$ cat src/rtl/cg_pkg.sv
// cg_pkg: register map, status bit positions and control-field layout for cg_creg
package cg_pkg;
  localparam int W24 = 24;
  localparam int A_CTRL = 0;
  localparam int A_DLY = 1;
  localparam int A_LMT = 4;
  localparam int A_STAT = 7;
  localparam int A_CAP = 8;
  localparam int N_REG = 11;
  localparam int ST_RTE = 0;
  localparam int ST_CAP = 1;
  localparam int ST_BUSY = 2;
  typedef struct packed {
    logic len;
    logic lds;
    logic dds;
    logic oe;
    logic en;
  } ctrl_t;
endpackage

$ cat src/rtl/cg_stage24.sv
// cg_stage24: 24-bit register written bytewise, low/mid staged, high byte commits all three
module cg_stage24
  import cg_pkg::*;
(
  input  logic           clk,
  input  logic           rst,
  input  logic [2:0]     we_i,
  input  logic [7:0]     wdata_i,
  output logic [W24-1:0] val_o
);
  logic [7:0] lo_q, mid_q;
  logic [W24-1:0] val_q;
  always_ff @(posedge clk) begin
    if (rst) begin
      lo_q <= '0;
      mid_q <= '0;
      val_q <= '0;
    end else begin
      if (we_i[0]) lo_q <= wdata_i;
      if (we_i[1]) mid_q <= wdata_i;
      if (we_i[2]) val_q <= {wdata_i, mid_q, lo_q};
    end
  end
  assign val_o = val_q;
endmodule

$ cat src/rtl/cg_creg.sv
// cg_creg: host-visible config/status register block for the core
module cg_creg
  import cg_pkg::*;
#(
  parameter int ADDR_W = 4
) (
  input  logic              clk,
  input  logic              I_RST,
  input  logic              I_WE,
  input  logic              I_RE,
  input  logic [ADDR_W-1:0] I_ADDR,
  input  logic [7:0]        I_WDATA,
  output logic [7:0]        O_RDATA,
  output logic              O_RVALID,
  output logic [W24-1:0]    O_LMT,
  output logic [W24-1:0]    O_DLY,
  output logic              O_OE,
  output logic              O_EN,
  output logic              O_DDS,
  output logic              O_LDS,
  output logic              O_LEN,
  input  logic [W24-1:0]    I_ACC,
  input  logic              I_SOE,
  input  logic              I_RTE
);
  logic [N_REG-1:0] sel;
  logic [7:0] rdata_d, st_v;
  logic [W24-1:0] cap_q, hold_q;
  ctrl_t ctrl_q;
  logic rd, st_rd, cap_rd, rte_q, soe_q, rte_set, cap_ev, sticky_q, capv_q;
  always_comb for (int k = 0; k < N_REG; k++) sel[k] = (I_ADDR == ADDR_W'(k));
  assign rd = I_RE & ~I_WE;
  assign st_rd = rd & sel[A_STAT];
  assign cap_rd = rd & sel[A_CAP];
  assign rte_set = I_RTE & ~rte_q;
  assign cap_ev = soe_q & ~I_SOE;
  cg_stage24 u_dly (.clk(clk), .rst(I_RST), .we_i({3{I_WE}} & sel[A_DLY+2:A_DLY]), .wdata_i(I_WDATA), .val_o(O_DLY));
  cg_stage24 u_lmt (.clk(clk), .rst(I_RST), .we_i({3{I_WE}} & sel[A_LMT+2:A_LMT]), .wdata_i(I_WDATA), .val_o(O_LMT));
  always_comb begin
    st_v = '0;
    st_v[ST_RTE] = sticky_q;
    st_v[ST_CAP] = capv_q;
    st_v[ST_BUSY] = I_SOE;
  end
  // CAP mid/high bytes come from the snapshot taken at the low-byte read
  assign rdata_d = sel[A_CTRL]  ? 8'(ctrl_q)     :
                   sel[A_DLY]   ? O_DLY[7:0]     :
                   sel[A_DLY+1] ? O_DLY[15:8]    :
                   sel[A_DLY+2] ? O_DLY[23:16]   :
                   sel[A_LMT]   ? O_LMT[7:0]     :
                   sel[A_LMT+1] ? O_LMT[15:8]    :
                   sel[A_LMT+2] ? O_LMT[23:16]   :
                   sel[A_STAT]  ? st_v           :
                   sel[A_CAP]   ? cap_q[7:0]     :
                   sel[A_CAP+1] ? hold_q[15:8]   :
                   sel[A_CAP+2] ? hold_q[23:16]  : 8'h00;
  always_ff @(posedge clk) begin
    if (I_RST) begin
      ctrl_q <= '0;
      rte_q <= 1'b0;
      soe_q <= 1'b0;
      sticky_q <= 1'b0;
      capv_q <= 1'b0;
      cap_q <= '0;
      hold_q <= '0;
      O_RDATA <= '0;
      O_RVALID <= 1'b0;
    end else begin
      if (I_WE && sel[A_CTRL]) ctrl_q <= ctrl_t'(I_WDATA[4:0]);
      rte_q <= I_RTE;
      soe_q <= I_SOE;
      sticky_q <= rte_set | (sticky_q & ~st_rd);
      capv_q <= cap_ev | (capv_q & ~st_rd);
      if (cap_ev) cap_q <= I_ACC;
      if (cap_rd) hold_q <= cap_q;
      O_RVALID <= rd;
      if (rd) O_RDATA <= rdata_d;
    end
  end
  assign O_EN = ctrl_q.en;
  assign O_OE = ctrl_q.oe;
  assign O_DDS = ctrl_q.dds;
  assign O_LDS = ctrl_q.lds;
  assign O_LEN = ctrl_q.len;
endmodule

$ cat config.mk
export PLATFORM = sky130hd
export DESIGN_NAME = cg_creg
export DESIGN_NICKNAME = d
export VERILOG_FILES = /design/src/rtl/cg_pkg.sv /design/src/rtl/cg_stage24.sv /design/src/rtl/cg_creg.sv
export SDC_FILE = /design/constraint.sdc
export NUM_CORES = 1
export LEC_CHECK = 0
export CORE_ASPECT_RATIO = 0.6
export CORE_UTILIZATION = 45
export CTS_CLUSTER_DIAMETER = 150
export DETAILED_ROUTE_END_ITERATION = 12
export DONT_BUFFER_PORTS = 1
export HOLD_SLACK_MARGIN = 0.12
export MAX_ROUTING_LAYER = met4
export PLACE_DENSITY = 0.62
export SLEW_MARGIN = 20
export SYNTH_ARGS = -nofsm -noshare
export SYNTH_HDL_FRONTEND = slang
export SYNTH_SLANG_ARGS = --single-unit
$ cat constraint.sdc
create_clock -name clk -period 2 [get_ports clk]
set_input_delay 0.4 -clock clk [delete_from_list [all_inputs] [get_ports clk]]
set_output_delay 0.4 -clock clk [all_outputs]
set_load 0.05 [all_outputs]
==> qor.yml, run 1 <==
yosys:
  ys_types: 49
  syn_area_sq_um: 5810
  synth_area_per_cell_sq_um: 8.15
  synth_edf_count: 0
  synth-async-reset-ratio: 0
  ys_ff_latch: 138
  ys.flop_type: "dfxtp_1"
  synth_cells: 713
  yosysSeqAreaShare: 0.475
  yosysWarnings: 0
  synth_nets: 755
die:
  dieArea_sq_um: 13400
  io_pins: 104
  core_area_sq_um: 12300
  chipWidth_um: 149
  rows: 31
  start_util: 0.471
  fp.dieH_um: 90.0
sta:
  worstMarginPinSlew_ns: 0.632
  clock_skew_ns: 0.0104
  slew_headroom: 0.578
  grt_setup_unrepaired: "no"
  final_max_slew_viol_count: 0
  setup_tns_ns: 0
  min_period_ns: 1.78
  setup_violations: 0
  fin_crit_sh: 0.892
  hold_ws_ns: 0.119
  max_clock_freq_ghz: 0.560
  final-hold-violation-count: 0
place:
  io_buffers: 0
  hpwl_um: 13100
  gp_congestion: 0.941
  placed_cells: 896
  dpl_cell_area_sq_um: 6260
pwr:
  power_leakage_nw: 3.01
  seq_power_share: 0.447
  p_comb_frac: 0.058
  cellInternalPower_mw: 4.87
  worst_ir_drop_vdd_mv: 0.545
  power_frac_clock: 0.496
  power_switching_mw: 1.49
  switching_share: 0.234
  p_per_area_nw_per_um2: 830
setup_path:
  critPathCaptureType: "register"
  crit_path_start_kind: "input port"
  r2r_slack_ns: 0.36
  crit_top_cell: "nand2_1"
  max_stage_delay_ns: 0.58
  crit_type: "input port to register"
  path_cells: "nor2_2, nand2_1, nor2_4, buf_4, nand2_1, a21oi_1, dlygate4sd3_1"
  timing.rr.end: "cap_q[22]$_SDFFE_PP0P_"
  cp_top_family: "buffers and inverters"
  worstRegToRegCells: 5
  crit_fanout: 24
  reg2reg_from: "soe_q$_SDFF_PP0_"
  crit_buf_inv: 2
  slowest_stage: "dlygate4sd3_1"
  required_ns: 2.36
  cp_data_arrival_time_ns: 2.15
routing:
  vias: 5692
  drtAntennaViolNets: 0
  drt_drc_violations_left: 0
  wl_per_cell_um: 19.9
  dr.pass1.iters: 5
  vias_per_cell: 5.66
  drtIter0Drc: 578
  wl_um: 20000
worst_hold_path:
  hp-start: "I_ACC[16]"
  hold_path.class: "input port to register"
  hold_depth: 2
  min_to: "cap_q[16]$_SDFFE_PP0P_"
global_route:
  grt_antenna_before_repair: 0
  grtUsageTotal: 0.321
  grt_pass1_vias: 5418
  grt_max_degree: 81
  grt_pass1_wl_um: 31100
  grt_overflow: 0
cells_and_area:
  drive_gt1_frac: 0.146
  fin_cells: 1006
  area_growth_pct: 31.9
  antenna_cells: 0
  post-route-util: 0.621
  finalInstanceArea_sq_um: 7660
  final_net_count: 872
cts:
  worstSkewPairLatency_ns: 0.43
  cts_htree_levels: 4
  cts.sinks: 138
  cts_tree: "built"
  numCtsBuffers: 17
  cts.path.max_buffers: 2
  cts_setup_buffers: 0
  post_cts_resized: 0
  path_clk_slew_ns: 0.06
  cts-root-buf: "clkbuf_16"
outcome:
  status: "completed"
flow_run:
  drv_cap: 0
[cell families after synthesis]
logic type | count (synthesis) | share of synthesized area
buf+inv | 54 | 0.0508
simple gates | 313 | 0.239
mux | 35 | 0.0616
compound gates | 173 | 0.173
flops | 138 | 0.475
[cells in the mapped netlist, types with 6 or more instances]
master / count / area share
clkbuf_1: 26 / 0.017
mux2i_1: 29 / 0.050
dfxtp_1: 138 / 0.48
buf_2: 11 / 0.0095
a22oi_1: 10 / 0.013
buf_4: 9 / 0.012
nand2b_1: 9 / 0.0097
a21oi_1: 108 / 0.093
nand2_1: 211 / 0.14
o21ai_0: 18 / 0.016
mux2_2: 6 / 0.012
nor2b_1: 9 / 0.0097
nor2_1: 36 / 0.023
buf_6: 6 / 0.012
nand3_1: 18 / 0.016
[layout make-up]
| cell class | instances | area [sq um] |
|---|---|---|
| Fill cell | 1092 | 4670 |
| Sequential cell | 138 | 2760 |
| Multi-Input combinational cell | 521 | 2760 |
| Timing Repair Buffer | 150 | 1340 |
| Clock buffer | 20 | 467 |
| Tap cell | 165 | 206 |
| Clock inverter | 10 | 120 |
| Inverter | 2 | 7.51 |
[how the worst max path moves through the flow]
stage / start / end / slack [ns] / depth (start not counted)
2_1_floorplan: u_dly.val_o[17]$_SDFFE_PP0P_ / O_RDATA[1]$_SDFFE_PP0P_ / 0.40 / 5
3_3_place_gp: I_WE / O_RDATA[7]$_SDFFE_PP0P_ / 0.31 / 4
3_5_place_dp: I_WE / O_RDATA[4]$_SDFFE_PP0P_ / 0.36 / 5
4_1_cts: I_ADDR[3] / u_dly.val_o[11]$_SDFFE_PP0P_ / 0.29 / 7
5_1_grt: I_ADDR[3] / u_dly.val_o[20]$_SDFFE_PP0P_ / 0.12 / 7
6_report: I_ADDR[3] / u_dly.val_o[11]$_SDFFE_PP0P_ / 0.22 / 7
[power groups by stage]
stage	logic, mW	clock network [mW]	registers, mW
finish	0.367	3.15	2.84
detailed placement	0.269	0	2.90
global placement	0.266	0	2.90
global route	0.397	3.31	2.84
CTS	0.358	3.16	2.84
floorplan	0.258	0	2.91
[per-stage QoR]
| stage | power (mW) | setup WS [ns] |
|---|---|---|
| after floorplan | 3.17 | 0.395 |
| final | 6.36 | 0.215 |
| after global routing | 6.55 | 0.117 |
| after global placement | 3.16 | 0.310 |
| after CTS | 6.36 | 0.286 |
| after detailed placement | 3.17 | 0.365 |
[flip-flops by register name (all words and copies together), names as in the netlist, 8 cells and up]
signal / count
u_lmt.mid_q: 8
u_dly.mid_q: 8
hold_q: 16
O_RDATA: 8
u_lmt.val_o: 24
u_dly.lo_q: 8
cap_q: 24
u_dly.val_o: 24
u_lmt.lo_q: 8
[cells in the final DEF, fill, tap and decap left out, types with 2 or more instances in the layout]
cell           synthesis  layout
a21oi_1              108     108
bufinv_16              0       2
o311ai_1               2       2
a22o_1                 4       4
nor2b_2                1       2
a22oi_1               10      10
inv_1                  2       2
nand4_1                4       4
nor4_1                 2       2
dfxtp_1              138     138
a31oi_1                3       3
dlygate4sd3_1          0      79
nor2_2                 3       3
mux2i_1               29      29
buf_4                  9      70
nor2_1                36      36
nand3_1               18      18
o21ai_0               18      18
a221oi_1               4       4
nor3_1                 4       4
nand2b_1               9       9
clkinv_4               0       4
clkinvlp_4             0       2
clkbuf_16              0      17
nor2b_1                9       8
nand2_1              211     211
clkinv_2               0       2
nor3b_1                2       2
o211ai_1               5       5
o221ai_1               4       4
nand2_2                2       2
o22ai_1                3       3
nor4_4                 2       2
a211oi_1               5       5
clkbuf_8               0       3
mux2_2                 6       6
[layer usage]
layer  track usage  vias to the layer above  share of wire
li1              -                     2664              -
met1         0.453                     2740           0.48
met2         0.424                      247           0.40
met3         0.102                       41          0.096
met4         0.107                        0          0.023
met5             -                        -              0
[repair_timing]
action,in CTS,in global routing
endpoints found under the setup margin,0,0
hold buffers,79,1
endpoints found under the hold margin,137,1
Power figures use the tool's default switching activity.
==> inputs of run 2 (changes only) <==
--- a/config.mk
+++ b/config.mk
@@ -12,7 +12,7 @@
 export DONT_BUFFER_PORTS = 1
 export HOLD_SLACK_MARGIN = 0.12
 export MAX_ROUTING_LAYER = met4
-export PLACE_DENSITY = 0.62
+export PLACE_DENSITY = 0.64
 export SLEW_MARGIN = 20
 export SYNTH_ARGS = -nofsm -noshare
 export SYNTH_HDL_FRONTEND = slang
==> constraint.sdc (replaced) <==
create_clock -name clk -period 1.6 [get_ports clk]
set_input_delay 0.32 -clock clk [delete_from_list [all_inputs] [get_ports clk]]
set_output_delay 0.32 -clock clk [all_outputs]
set_load 0.05 [all_outputs]
==> run 2 against run 1 <==
Compared with the run above:
- sequential cell count did not move
- final area is 7.2% higher
- cell count up 4.6%
- via count increased by 5.0%
- critical path depth is the same
- clock skew shrank 0.0039 ns
- count of clock-buffer cells in the layout shrank 1
- non-clock buffer count increased by 44
- critical path type unchanged
- highest routed layer unchanged
==> qor.yml, run 2 (synthesis results as in run 1) <==
cells_and_area:
  area_growth_pct: 41.3
  finalInstanceArea_sq_um: 8210
  final_common_cell: "nand2_1"
  antenna_cells: 0
  nFillCells: 1029
  final_cell_mix: "nand2_1 (210), dfxtp_1 (137), a21oi_1 (108)"
  post-route-util: 0.666
  fin_cells: 1052
  final_net_count: 916
  drive_gt1_frac: 0.168
sta:
  clock_skew_ns: 0.00649
  final-hold-violation-count: 0
  grt_setup_unrepaired: "no"
  fin_crit_sh: 0.957
  slew_headroom: 0.681
  setup_tns_ns: 0
  max_clock_freq_ghz: 0.653
  hold_ws_ns: 0.177
  worstMarginPinSlew_ns: 0.473
  final_max_slew_viol_count: 0
  post-route-worst-setup-slack_ns: 0.0687
  min_period_ns: 1.53
  setup_violations: 0
pwr:
  total_power_mw: 8.33
  worst_ir_drop_vdd_mv: 0.687
  p_per_area_nw_per_um2: 1010
  power_leakage_nw: 3.34
place:
  dpl_cell_area_sq_um: 6420
  hpwl_um: 13300
  io_buffers: 0
  dp_slack_ns: -0.0707
  gp_congestion: 0.894
  placed_cells: 912
global_route:
  grt_overflow: 0
  grt_antenna_before_repair: 0
  grt_max_degree: 81
  grt_pass1_vias: 5772
  grt_pass1_wl_um: 32200
  grtUsageTotal: 0.330
routing:
  drtIter0Drc: 548
  drt_drc_violations_left: 0
  vias: 5976
  dr.pass1.iters: 5
  vias_per_cell: 5.68
  drtAntennaViolNets: 0
  wl_um: 21500
  wl_per_cell_um: 20.5
outcome:
  status: "completed"
setup_path:
  required_ns: 1.95
  worstRegToRegCells: 4
  endpoint: "u_dly.val_o[9]$_SDFFE_PP0P_"
  crit_type: "input port to register"
  reg2reg_from: "u_dly.val_o[9]$_SDFFE_PP0P_"
  critPathCaptureType: "register"
  crit_fanout: 24
  crit_path_start_kind: "input port"
  r2r_slack_ns: 0.08
  cp_data_arrival_time_ns: 1.88
  timing.rr.end: "u_dly.val_o[9]$_SDFFE_PP0P_"
  crit_path_start: "I_ADDR[3]"
cts:
  cts_tree: "built"
  cts.path.max_buffers: 2
  worstSkewPairLatency_ns: 0.42
  numCtsBuffers: 17
  cts.sinks: 138
  path_clk_slew_ns: 0.06
  cts_htree_levels: 4
  cts-root-buf: "clkbuf_16"
flow_run:
  drv_cap: 0
die:
  chipWidth_um: 149
  fp.dieH_um: 90.0
  start_util: 0.471
  rows: 31
  core_area_sq_um: 12300
  dieArea_sq_um: 13400
  io_pins: 104
worst_hold_path:
  hold_path.class: "input port to register"
## run 2: changes by cell type in the layout (fill, tap and decap cells not counted), moves of 2 or more
| cell | delta |
|---|---|
| dlygate4sd3_1 | +23 |
| buf_4 | +14 |
| buf_12 | +4 |
| inv_6 | +4 |
| bufinv_16 | +2 |
| clkbuf_16 | +2 |
| clkbuf_8 | -2 |
| clkinv_4 | -2 |
## run 2: repair_timing
| action | CTS | global route |
|---|---|---|
| endpoints found under the hold margin | 138 | 0 |
| gates resized for setup | 0 | 10 |
| endpoints found under the setup margin | 0 | 52 |
| buffers inserted | 0 | 3 |
| hold buffers | 103 | 0 |
## run 2: layout make-up
cell class	instances	area, sq um	share of cell area
flip-flops and latches	138	2760	0.337
clock buffers	19	443	0.0539
inverters	2	7.51	0.000914
repair buffers	194	1820	0.222
clock inverters	13	190	0.0232
well taps	165	206	0.0251
multi-input cells	521	2780	0.339
## run 2: how the worst min path moves through the flow
| stage | startpoint | end | slack (ns) | cells after the start |
|---|---|---|---|---|
| after floorplan | u_lmt.mid_q[2]$_SDFFE_PP0P_ | u_lmt.val_o[10]$_SDFFE_PP0P_ | 0.43 | 2 |
| after global placement | I_RST | u_dly.val_o[2]$_SDFFE_PP0P_ | 0.40 | 1 |
| after detailed placement | I_RST | u_dly.val_o[17]$_SDFFE_PP0P_ | 0.40 | 1 |
| after CTS | I_ADDR[3] | O_RDATA[1]$_SDFFE_PP0P_ | 0.18 | 2 |
| after global routing | I_ADDR[3] | O_RDATA[1]$_SDFFE_PP0P_ | 0.17 | 2 |
| final | I_ADDR[3] | O_RDATA[1]$_SDFFE_PP0P_ | 0.18 | 2 |
## run 2: power breakdown
part	internal, mW	switching, mW	leakage (nW)
registers	3.49	0.0357	1.12
clock network	2.67	1.60	0.309
logic	0.234	0.306	1.92
## run 2: critical path, cell delays in order
cell and delay (ns):
nor2_4 0.21, nand2_1 0.19, nor2_4 0.14, buf_12 0.18, nand2_1 0.08, a21oi_1 0.17, dlygate4sd3_1 0.59
## run 2: routing by layer
layer | vias to the layer above | global-route usage | share of wire
li1 | 2760 | - | -
met2 | 296 | 0.444 | 0.41
met5 | - | - | 0
met3 | 32 | 0.103 | 0.11
met1 | 2888 | 0.466 | 0.47
met4 | 0 | 0.0971 | 0.017
